===== src/rtl/lhca_pkg.sv =====
// Shared definitions for the linear hybrid cellular automaton generator:
// rule encodings, default 8-cell configuration and a reference step function.
package lhca_pkg;

   localparam logic RULE90  = 1'b0;
   localparam logic RULE150 = 1'b1;

   localparam logic [7:0] DEF_RULE150 = 8'b0000_0110;
   localparam logic [7:0] DEF_SEED    = 8'h01;

   // One generation for a width-cell CA held in the low bits of state; null boundaries.
   function automatic logic [31:0] lhca_step(input logic [31:0] state,
                                             input logic [31:0] rule,
                                             input int          width);
      logic [31:0] nx;
      logic        left;
      logic        right;
      nx = '0;
      for (int i = 0; i < width; i++) begin
         left  = (i > 0)         ? state[i-1] : 1'b0;
         right = (i + 1 < width) ? state[i+1] : 1'b0;
         nx[i] = left ^ right;
         if (rule[i] == RULE150) begin
            nx[i] = nx[i] ^ state[i];
         end
      end
      return nx;
   endfunction

endpackage


===== src/rtl/lhca_next.sv =====
// Combinational next-generation logic for a rule 90/150 hybrid CA with
// null boundaries; the per-cell rule is fixed at elaboration.
module lhca_next
   import lhca_pkg::*;
#(
   parameter int               WIDTH   = 8,
   parameter logic [WIDTH-1:0] RULE150 = DEF_RULE150
) (
   input  logic [WIDTH-1:0] state_i,
   output logic [WIDTH-1:0] next_o
);

   // Zero cells on both ends make every cell see the same neighbour pattern.
   logic [WIDTH+1:0] padded;
   assign padded = {1'b0, state_i, 1'b0};

   // NOTE: assigning next_o before the loop gives every path a value, so no latch is inferred.
   always_comb begin
      next_o = '0;
      for (int i = 0; i < WIDTH; i++) begin
         next_o[i] = padded[i] ^ padded[i+2];
         if (RULE150[i] == lhca_pkg::RULE150) begin
            next_o[i] = next_o[i] ^ padded[i+1];
         end
      end
   end

endmodule


===== src/rtl/lhca_gen.sv =====
// Hybrid CA pattern generator with run-time seed load, step enable,
// cycle-length measurement and zero-lock flag.
module lhca_gen
   import lhca_pkg::*;
#(
   parameter int               WIDTH   = 8,
   parameter logic [WIDTH-1:0] RULE150 = DEF_RULE150,
   parameter logic [WIDTH-1:0] SEED    = DEF_SEED
) (
   input  logic             CLK,
   input  logic             RESET,
   input  logic             EN,
   input  logic             LOAD,
   input  logic [WIDTH-1:0] LOAD_DATA,
   output logic [WIDTH-1:0] O,
   output logic [WIDTH-1:0] COUNT,
   output logic [WIDTH-1:0] PERIOD,
   output logic             WRAP,
   output logic             STUCK
);

   logic [WIDTH-1:0] o_q,      o_d;
   logic [WIDTH-1:0] start_q,  start_d;
   logic [WIDTH-1:0] count_q,  count_d;
   logic [WIDTH-1:0] period_q, period_d;
   logic             wrap_q,   wrap_d;
   logic [WIDTH-1:0] next_state;

   lhca_next #(
      .WIDTH   (WIDTH),
      .RULE150 (RULE150)
   ) u_next (
      .state_i (o_q),
      .next_o  (next_state)
   );

   always_comb begin
      o_d      = o_q;
      start_d  = start_q;
      count_d  = count_q;
      period_d = period_q;
      wrap_d   = 1'b0;
      if (LOAD) begin
         o_d     = LOAD_DATA;
         start_d = LOAD_DATA;
         count_d = '0;
      end else if (EN) begin
         o_d = next_state;
         // Returning to the start value closes a cycle; its length is this step's count.
         if (next_state == start_q) begin
            period_d = count_q + WIDTH'(1);
            count_d  = '0;
            wrap_d   = 1'b1;
         end else begin
            count_d = count_q + WIDTH'(1);
         end
      end
   end

   // NOTE: state registers use non-blocking assignments so every flop samples pre-edge values.
   always_ff @(posedge CLK) begin
      if (RESET) begin
         o_q      <= SEED;
         start_q  <= SEED;
         count_q  <= '0;
         period_q <= '0;
         wrap_q   <= 1'b0;
      end else begin
         o_q      <= o_d;
         start_q  <= start_d;
         count_q  <= count_d;
         period_q <= period_d;
         wrap_q   <= wrap_d;
      end
   end

   assign O      = o_q;
   assign COUNT  = count_q;
   assign PERIOD = period_q;
   assign WRAP   = wrap_q;
   assign STUCK  = (o_q == '0);

endmodule


===== config.mk =====
export PLATFORM = sky130hd
export DESIGN_NAME = lhca_gen
export DESIGN_NICKNAME = d
export VERILOG_FILES = /design/src/rtl/lhca_pkg.sv /design/src/rtl/lhca_next.sv /design/src/rtl/lhca_gen.sv
export SDC_FILE = /design/constraint.sdc
export NUM_CORES = 1
export LEC_CHECK = 0
export CAP_MARGIN = 20
export CORE_MARGIN = 4
export CORE_UTILIZATION = 45
export CTS_CLUSTER_DIAMETER = 100
export DETAILED_ROUTE_END_ITERATION = 8
export PLACE_DENSITY = 0.73
export SETUP_SLACK_MARGIN = 0.02
export SYNTH_ARGS = -nofsm -noshare
export SYNTH_HDL_FRONTEND = slang
export SYNTH_SLANG_ARGS = --single-unit

===== constraint.sdc =====
create_clock -name CLK -period 2.8 [get_ports CLK]
set_input_delay 0.56 -clock CLK [delete_from_list [all_inputs] [get_ports CLK]]
set_output_delay 0.56 -clock CLK [all_outputs]
set_load 0.02 [all_outputs]

# After elaboration in Yosys (flattened, before gate mapping)
# Cells that the tools add are included.
[totals]
ff_bits = 33
inputBits = 12
out_inout_bits = 26
word_cells = 26
[classes]
addsub = 1
eq_ne = 1
n_mux = 4
bitwise = 10
n_reduce_logical = 5
[ops]
columns = ["op", "n"]
rows = [
  ["$mux W8", 3],
  ["$add A8 B1 Y8 const B", 1],
  ["$eq A8 B8 Y1", 1],
  ["$logic_not A8 Y1", 1],
  ["$xor A1 B1 Y1", 8],
  ["$reduce_and A3 Y1", 1],
  ["$reduce_or A3 Y1", 1],
  ["$not A1 Y1", 2],
  ["$reduce_bool A2 Y1", 1],
  ["$reduce_or A2 Y1", 1],
  ["$mux W1", 1],
]

# Depth between registers and ports, before layout
# Gate-level depths: netlist of run 1.
[depth]
word_depth = 4
depth_mapped = 7
ltp_nobuf = 6

# By module
# Synthesis of run 1 repeated with hierarchy kept, for this count alone.
[unflattened]
hier_cells = 180
area_unflattened_um2 = 1661.6
[modules_own_cells]
columns = ["mod", "instances", "cells_each", "area_per_inst_um2", "seq_area_each_um2"]
rows = [
  ["lhca_gen", 1, 172, 1564.0, 660.6],
  ["lhca_next", 1, 8, 97.6, 0.0],
]

# Worst setup path before layout of run 1
# Ideal clock, no wire load.
[synth_timing]
path_type = "reg-to-reg"
from = "register o_q[1], in the netlist O[1]"
to = "register count_q[1], in the netlist COUNT[1]"
setup_ns = 0.117
arrival_time_ns = 1.832
required_time_ns = 2.683
setup_slack_ns = 0.850
path_stages_with_launch = 8
path_buffers = 2
period_less_slack_ns = 1.950
cell_sequence = "dfxtp_1 -> buf_6 -> xor3_1 -> nor3_2 -> o221a_2 -> buf_4 -> nand2_1 -> a32o_1"
[synth_via]
elab_chain_len = 4
elab_cells_between_ends = 5
classes_between = "eq/ne: 1; mux: 1; bitwise: 3"
[synth_rtl]
columns = ["element", "line", "source"]
rows = [
  ["from (decl)", "lhca_gen.sv:22", "logic [WIDTH-1:0] o_q, o_d;"],
  ["from (signal assigned)", "lhca_gen.sv:63", "o_q <= SEED;"],
  ["from (signal assigned)", "lhca_gen.sv:69", "o_q <= o_d;"],
  ["$xor A1 B1 Y1", "lhca_next.sv:21", "next_o[i] = padded[i] ^ padded[i+2];"],
  ["$xor A1 B1 Y1", "lhca_next.sv:23", "next_o[i] = next_o[i] ^ padded[i+1];"],
  ["$eq A8 B8 Y1 *", "lhca_gen.sv:50", "if (next_state == start_q) begin"],
  ["$mux W8 *", "lhca_gen.sv:50", ""],
  ["to (signal assigned)", "lhca_gen.sv:71", "count_q <= count_d;"],
  ["to (decl)", "lhca_gen.sv:24", "logic [WIDTH-1:0] count_q, count_d;"],
]
# Every way passes the cells marked *; elsewhere a longest branch is shown, timed or not.
# A chain may end at the register's enable or synchronous reset.

# Worst setup path after layout of run 1
[layout_timing]
from = "register o_q[3], in the netlist O[3]"
to = "output STUCK"
[layout_via]
elab_chain_len = 1
[layout_rtl]
columns = ["element", "line", "source"]
rows = [
  ["$logic_not A8 Y1", "lhca_gen.sv:81", "assign STUCK = (o_q == '0);"],
  ["to (decl)", "lhca_gen.sv:19", "output logic STUCK"],
]
# No other way between the ends.

==> results of run 1 <==
power breakdown:
| part | switching, uW | internal, uW | leakage (uW) |
|---|---|---|---|
| logic | 104 | 97.1 | 0.000527 |
| registers | 25.8 | 487 | 0.000270 |
| clock network | 171 | 290 | 0.0000585 |
metrics by stage:
| step | util (%) | cells | instance area [um^2] | hold slack [ns] |
|---|---|---|---|---|
| floorplan | - | 190 | 1670 | 0.445 |
| global placement | 59.8 | 265 | 2070 | 0.466 |
| detailed placement | 59.8 | 265 | 2070 | 0.470 |
| CTS | 63.2 | 273 | 2190 | 0.482 |
| global route | 63.2 | 273 | 2190 | 0.504 |
| finish | 63.2 | 273 | 2190 | 0.480 |
final timing paths:
check / startpoint / endpoint / slack [ns]
setup / recovery: O[3] / STUCK / 0.30
hold / removal: start_q[2] / start_q[2] / 0.48
setup reg to reg: O[1] / COUNT[1] / 0.74
hold reg to reg: start_q[2] / start_q[2] / 0.48
critical path, delay by kind of cell, from the launching register on:
family / cells / cell delay (ns)
and+or+nand+nor: 2 / 0.66
DFF: 1 / 0.39
buffers and inverters: 1 / 0.61
layer usage:
layer / up-vias / GRT usage, %
li1: 762 / -
met2: 44 / 29.8
met3: 5 / 6.16
met4: 0 / 4.62
met5: - / 0
met1: 699 / 25.3
cells by family after synthesis:
group / synth area share (%)
multiplexers: 6.28
buffers and inverters: 4.04
XOR/XNOR: 12.2
AND/OR/NAND/NOR: 21.0
flip-flops: 39.5
AO/OA/AOI/OAI: 16.2
adder cells (fa/ha/maj): 0.748
final cells by class:
| class | count | area (um^2) |
|---|---|---|
| Fill cell | 300 | 1280 |
| Multi-Input combinational cell | 143 | 945 |
| Sequential cell | 33 | 661 |
| Timing Repair Buffer | 42 | 408 |
| Clock buffer | 7 | 86.3 |
| Tap cell | 46 | 57.6 |
| Clock inverter | 1 | 30.0 |
| Inverter | 1 | 3.75 |
flip-flops by register name, summed over array words and instances, names as in the netlist:
signal,cells
start_q,8
O,8
COUNT,8
PERIOD,8
WRAP,1
synthesized netlist by cell type (all sizes together):
cell type	number	area share [%]
nor4	6	2.2
xor2	10	5.2
or2	2	0.75
xnor2	8	4.2
xnor3	1	1.3
nor3	12	3.9
a21o	1	0.45
a21oi	12	3.6
dfxtp	33	39
o221ai	1	0.90
o31ai	2	0.90
nand2	12	2.7
o21ai	6	1.8
o221a	1	0.67
buf	6	2.2
clkbuf	7	1.6
nand3	4	1.2
xor3	1	1.4
and3	4	1.8
a31oi	4	1.5
mux2i	9	5.4
nor2b	2	0.75
o21bai	2	0.90
ha	1	0.75
mux2	1	0.90
nor2	25	5.6
a211oi	7	3.1
a32o	4	2.4
or4	3	1.3
nand4	1	0.37
and2	1	0.37
inv	1	0.22
==> flow_summary.toml, run 1 <==
[route]
drc = 0
wl_per_cell_um = 15.0
dr_wl_met3_um = 289
wl_met1_um = 1860
ant_nets = 0
num_vias = 1510
post_drt_via_cell_ratio = 5.53
drt-total-wl_um = 4080
top_layer = "met4"
drt_iter0_markers = 79
wl_met2_um = 1900
firstDrtPassIters = 4

[logic_synthesis]
ys_seq_area_share_pct = 39.5
syn_inst = 190
synth_warnings = 0
synth_area_um2 = 1670
syn_nets = 203
ys_ff_latch = 33
yosysUniqueCellTypes = 37
syn-mean-instance-area_um2 = 8.80

[timing]
layout_min_cycle_time_ns = 2.50
hold_viol_final = 0
fin_crit_sh_pct = 89.4
max_slew.worst_pin.slew_ns = 0.640
skew_ns = 0.00927
max_freq_mhz = 399
setup_viol = 0
rsz0062_at_grt = "false"
setup_slack_ns = 0.296
maxSlewViolCount = 0
final.setup.tns_ns = 0
slew_headroom_pct = 57.0

[floorplanning]
rows = 21
ios = 38
die_x_um = 69.0
initial_core_util_pct = 48.2
core_um2 = 3470
die_area_um2 = 4760
die_y_um = 69.0

[cts]
clk_pin_slew_worst_paths_ns = 0.07
post_cts_buffers = 0
cts.sinks = 33
max-clock-path-buffers = 2
root_buffer = "clkbuf_8"
cts_resized = 0
cts_tree = "yes"
htree_levels = 2
clock_latency_ns = 0.28
numCtsBuffers = 5
cts_hold_buf = 0

[power_and_ir_drop]
peakVddDrop_v = 0.000391
leakagePower_uw = 0.000855
power_uw = 1170
powerDensity_nw_per_um2 = 536

[critical_path]
crit_path_max_incr_delay_ns = 0.61
crit_chain = "or4_1 -> nor2_1 -> clkdlybuf4s50_1"
required_ns = 2.24
reg2regPathDepth = 5
critPathMaxFanout = 7
start_kind = "flop"
arrival_ns = 1.94
crit_slowest_cell = "clkdlybuf4s50_1"
crit_type = "flop to primary output"
endpoint_kind = "primary output"

[run_status]
status = "finished clean"

[placement]
io_buffers = 37
preCtsSetupSlack_ns = 0.592
routabilityCongestion = 0.892
dp_hpwl_um = 2920

[grt]
grt_max_degree = 25
antenna_found_initial = 0
grtUsageTotal_pct = 19.0
grt_pass1_vias = 1393
grt_pass1_wl_um = 6770
grt_overflow = 0

[hold_path]
hold-path-cell-count = 2
hold_class = "flop to flop"

[final_layout]
num-nets-final = 239
final_cell_mix = "clkdlybuf4s50_1, dfxtp_1, nor2_1, nand2_1, a21oi_1"
drive_gt1_share_pct = 8.37
mostFrequentLayoutCell = "clkdlybuf4s50_1"
areaGrowthSynthToFinish_pct = 31.0
n_antenna_cell = 0

[job]
cap_viol_max_count = 0
Note: power is estimated with default switching activity, not from simulation.
==> run 2: changes to the inputs <==
==> constraint.sdc (replaced) <==
create_clock -name CLK -period 2.7 [get_ports CLK]
set_input_delay 0.54 -clock CLK [delete_from_list [all_inputs] [get_ports CLK]]
set_output_delay 0.54 -clock CLK [all_outputs]
set_load 0.02 [all_outputs]
==> flow_summary.toml, run 2 (synthesis results as in run 1) <==
[route]
ant_nets = 0
post_drt_via_cell_ratio = 5.57
firstDrtPassIters = 4
drt_iter0_markers = 109
drc = 0
wl_per_cell_um = 14.5
num_vias = 1520
drt-total-wl_um = 3960

[critical_path]
regToRegSetupSlack_ns = 0.63
endpoint_kind = "primary output"
required_ns = 2.16
timing.rr.end = "COUNT[1]"
timing.rr.start = "O[1]"
crit_type = "flop to primary output"
reg2regPathDepth = 5
critPathMaxFanout = 7
arrival_ns = 1.95
start_kind = "flop"

[hold_path]
hold_class = "flop to flop"
holdPathEnd = "PERIOD[0]"
hold-path-cell-count = 2
hp-start = "PERIOD[0]"

[final_layout]
mostFrequentLayoutCell = "clkdlybuf4s50_1"
areaGrowthSynthToFinish_pct = 30.1
n_antenna_cell = 0
final_cell_mix = "clkdlybuf4s50_1, dfxtp_1, nor2_1, nand2_1, a21oi_1"
post-route-util_pct = 62.7
drive_gt1_share_pct = 8.81
num-nets-final = 239

[job]
cap_viol_max_count = 0

[timing]
rsz0062_at_grt = "false"
max_freq_mhz = 401
hold_viol_final = 0
layout_min_cycle_time_ns = 2.49
slew_headroom_pct = 62.3
setup_viol = 0
final.setup.tns_ns = 0
maxSlewViolCount = 0
fin_crit_sh_pct = 92.4
setup_slack_ns = 0.205
skew_ns = 0.00600
hold_ws_ns = 0.480
max_slew.worst_pin.slew_ns = 0.561

[floorplanning]
die_x_um = 69.0
die_y_um = 69.0
core_um2 = 3470
die_area_um2 = 4760
rows = 21
initial_core_util_pct = 48.2
ios = 38

[power_and_ir_drop]
leakagePower_uw = 0.000851
powerDensity_nw_per_um2 = 527
peakVddDrop_v = 0.000322

[cts]
root_buffer = "clkbuf_8"
cts_tree = "yes"
post_cts_buffers = 0
cts_resized = 0
max-clock-path-buffers = 2
clk_pin_slew_worst_paths_ns = 0.07
htree_levels = 2
cts.sinks = 33
cts_hold_buf = 0
clock_latency_ns = 0.29
numCtsBuffers = 5

[grt]
grt_overflow = 0
grt_pass1_wl_um = 6430
antenna_found_initial = 0
grt_pass1_vias = 1402
grtUsageTotal_pct = 18.5
grt_max_degree = 25

[placement]
dp_hpwl_um = 2930
io_buffers = 37
preCtsSetupSlack_ns = 0.502
routabilityCongestion = 0.871

[run_status]
status = "finished clean"
## run 2: cell types whose count changed in the layout (fill, tap and decap cells not counted)
cell | previous run | this run
bufinv_16 | 1 | 0
clkbuf_1 | 1 | 0
clkbuf_8 | 6 | 7
clkinv_2 | 0 | 1
## run 2: how the worst max path moves through the flow
stage	end	depth (start not counted)	slack, ns	start
after floorplan	COUNT[1]	7	0.75	O[1]
after global placement	STUCK	3	0.54	O[3]
after detailed placement	STUCK	3	0.50	O[3]
after CTS	STUCK	3	0.18	O[3]
after global routing	STUCK	3	0.12	O[3]
final	STUCK	3	0.21	O[3]
## run 2: layout make-up
cell class / count / area (um^2)
Clock buffer: 7 / 96.3
Clock inverter: 1 / 5.00
Fill cell: 317 / 1290
Inverter: 1 / 3.75
Multi-Input combinational cell: 143 / 945
Sequential cell: 33 / 661
Tap cell: 46 / 57.6
Timing Repair Buffer: 42 / 408
## run 2: stage by stage
| step | instances | area [um^2] | power, uW |
|---|---|---|---|
| after floorplan | 190 | 1670 | 681 |
| after global placement | 265 | 2070 | 743 |
| after detailed placement | 265 | 2070 | 748 |
| after CTS | 273 | 2180 | 1160 |
| after global routing | 273 | 2180 | 1200 |
| final | 273 | 2180 | 1150 |
## run 2: per-layer routing
metal | vias to the layer above | track usage, % | share of wire (%)
met5 | - | 0 | 0
met4 | 0 | 9.00 | 1.9
met3 | 8 | 5.19 | 6.4
met2 | 47 | 28.9 | 47
met1 | 713 | 23.2 | 45
li1 | 752 | - | -
## run 2: worst max-delay path: stages, from the launching register on
cell and delay (ns):
dfxtp_1 0.39, or4_1 0.55, nor2_1 0.11, clkdlybuf4s50_1 0.61
## run 2: where the power goes
part	leakage [uW]	internal [uW]	switching (uW)
sequential	0.000270	505	27.0
combinational	0.000527	101	106
clock	0.0000542	230	178
total	0.000851	836	310
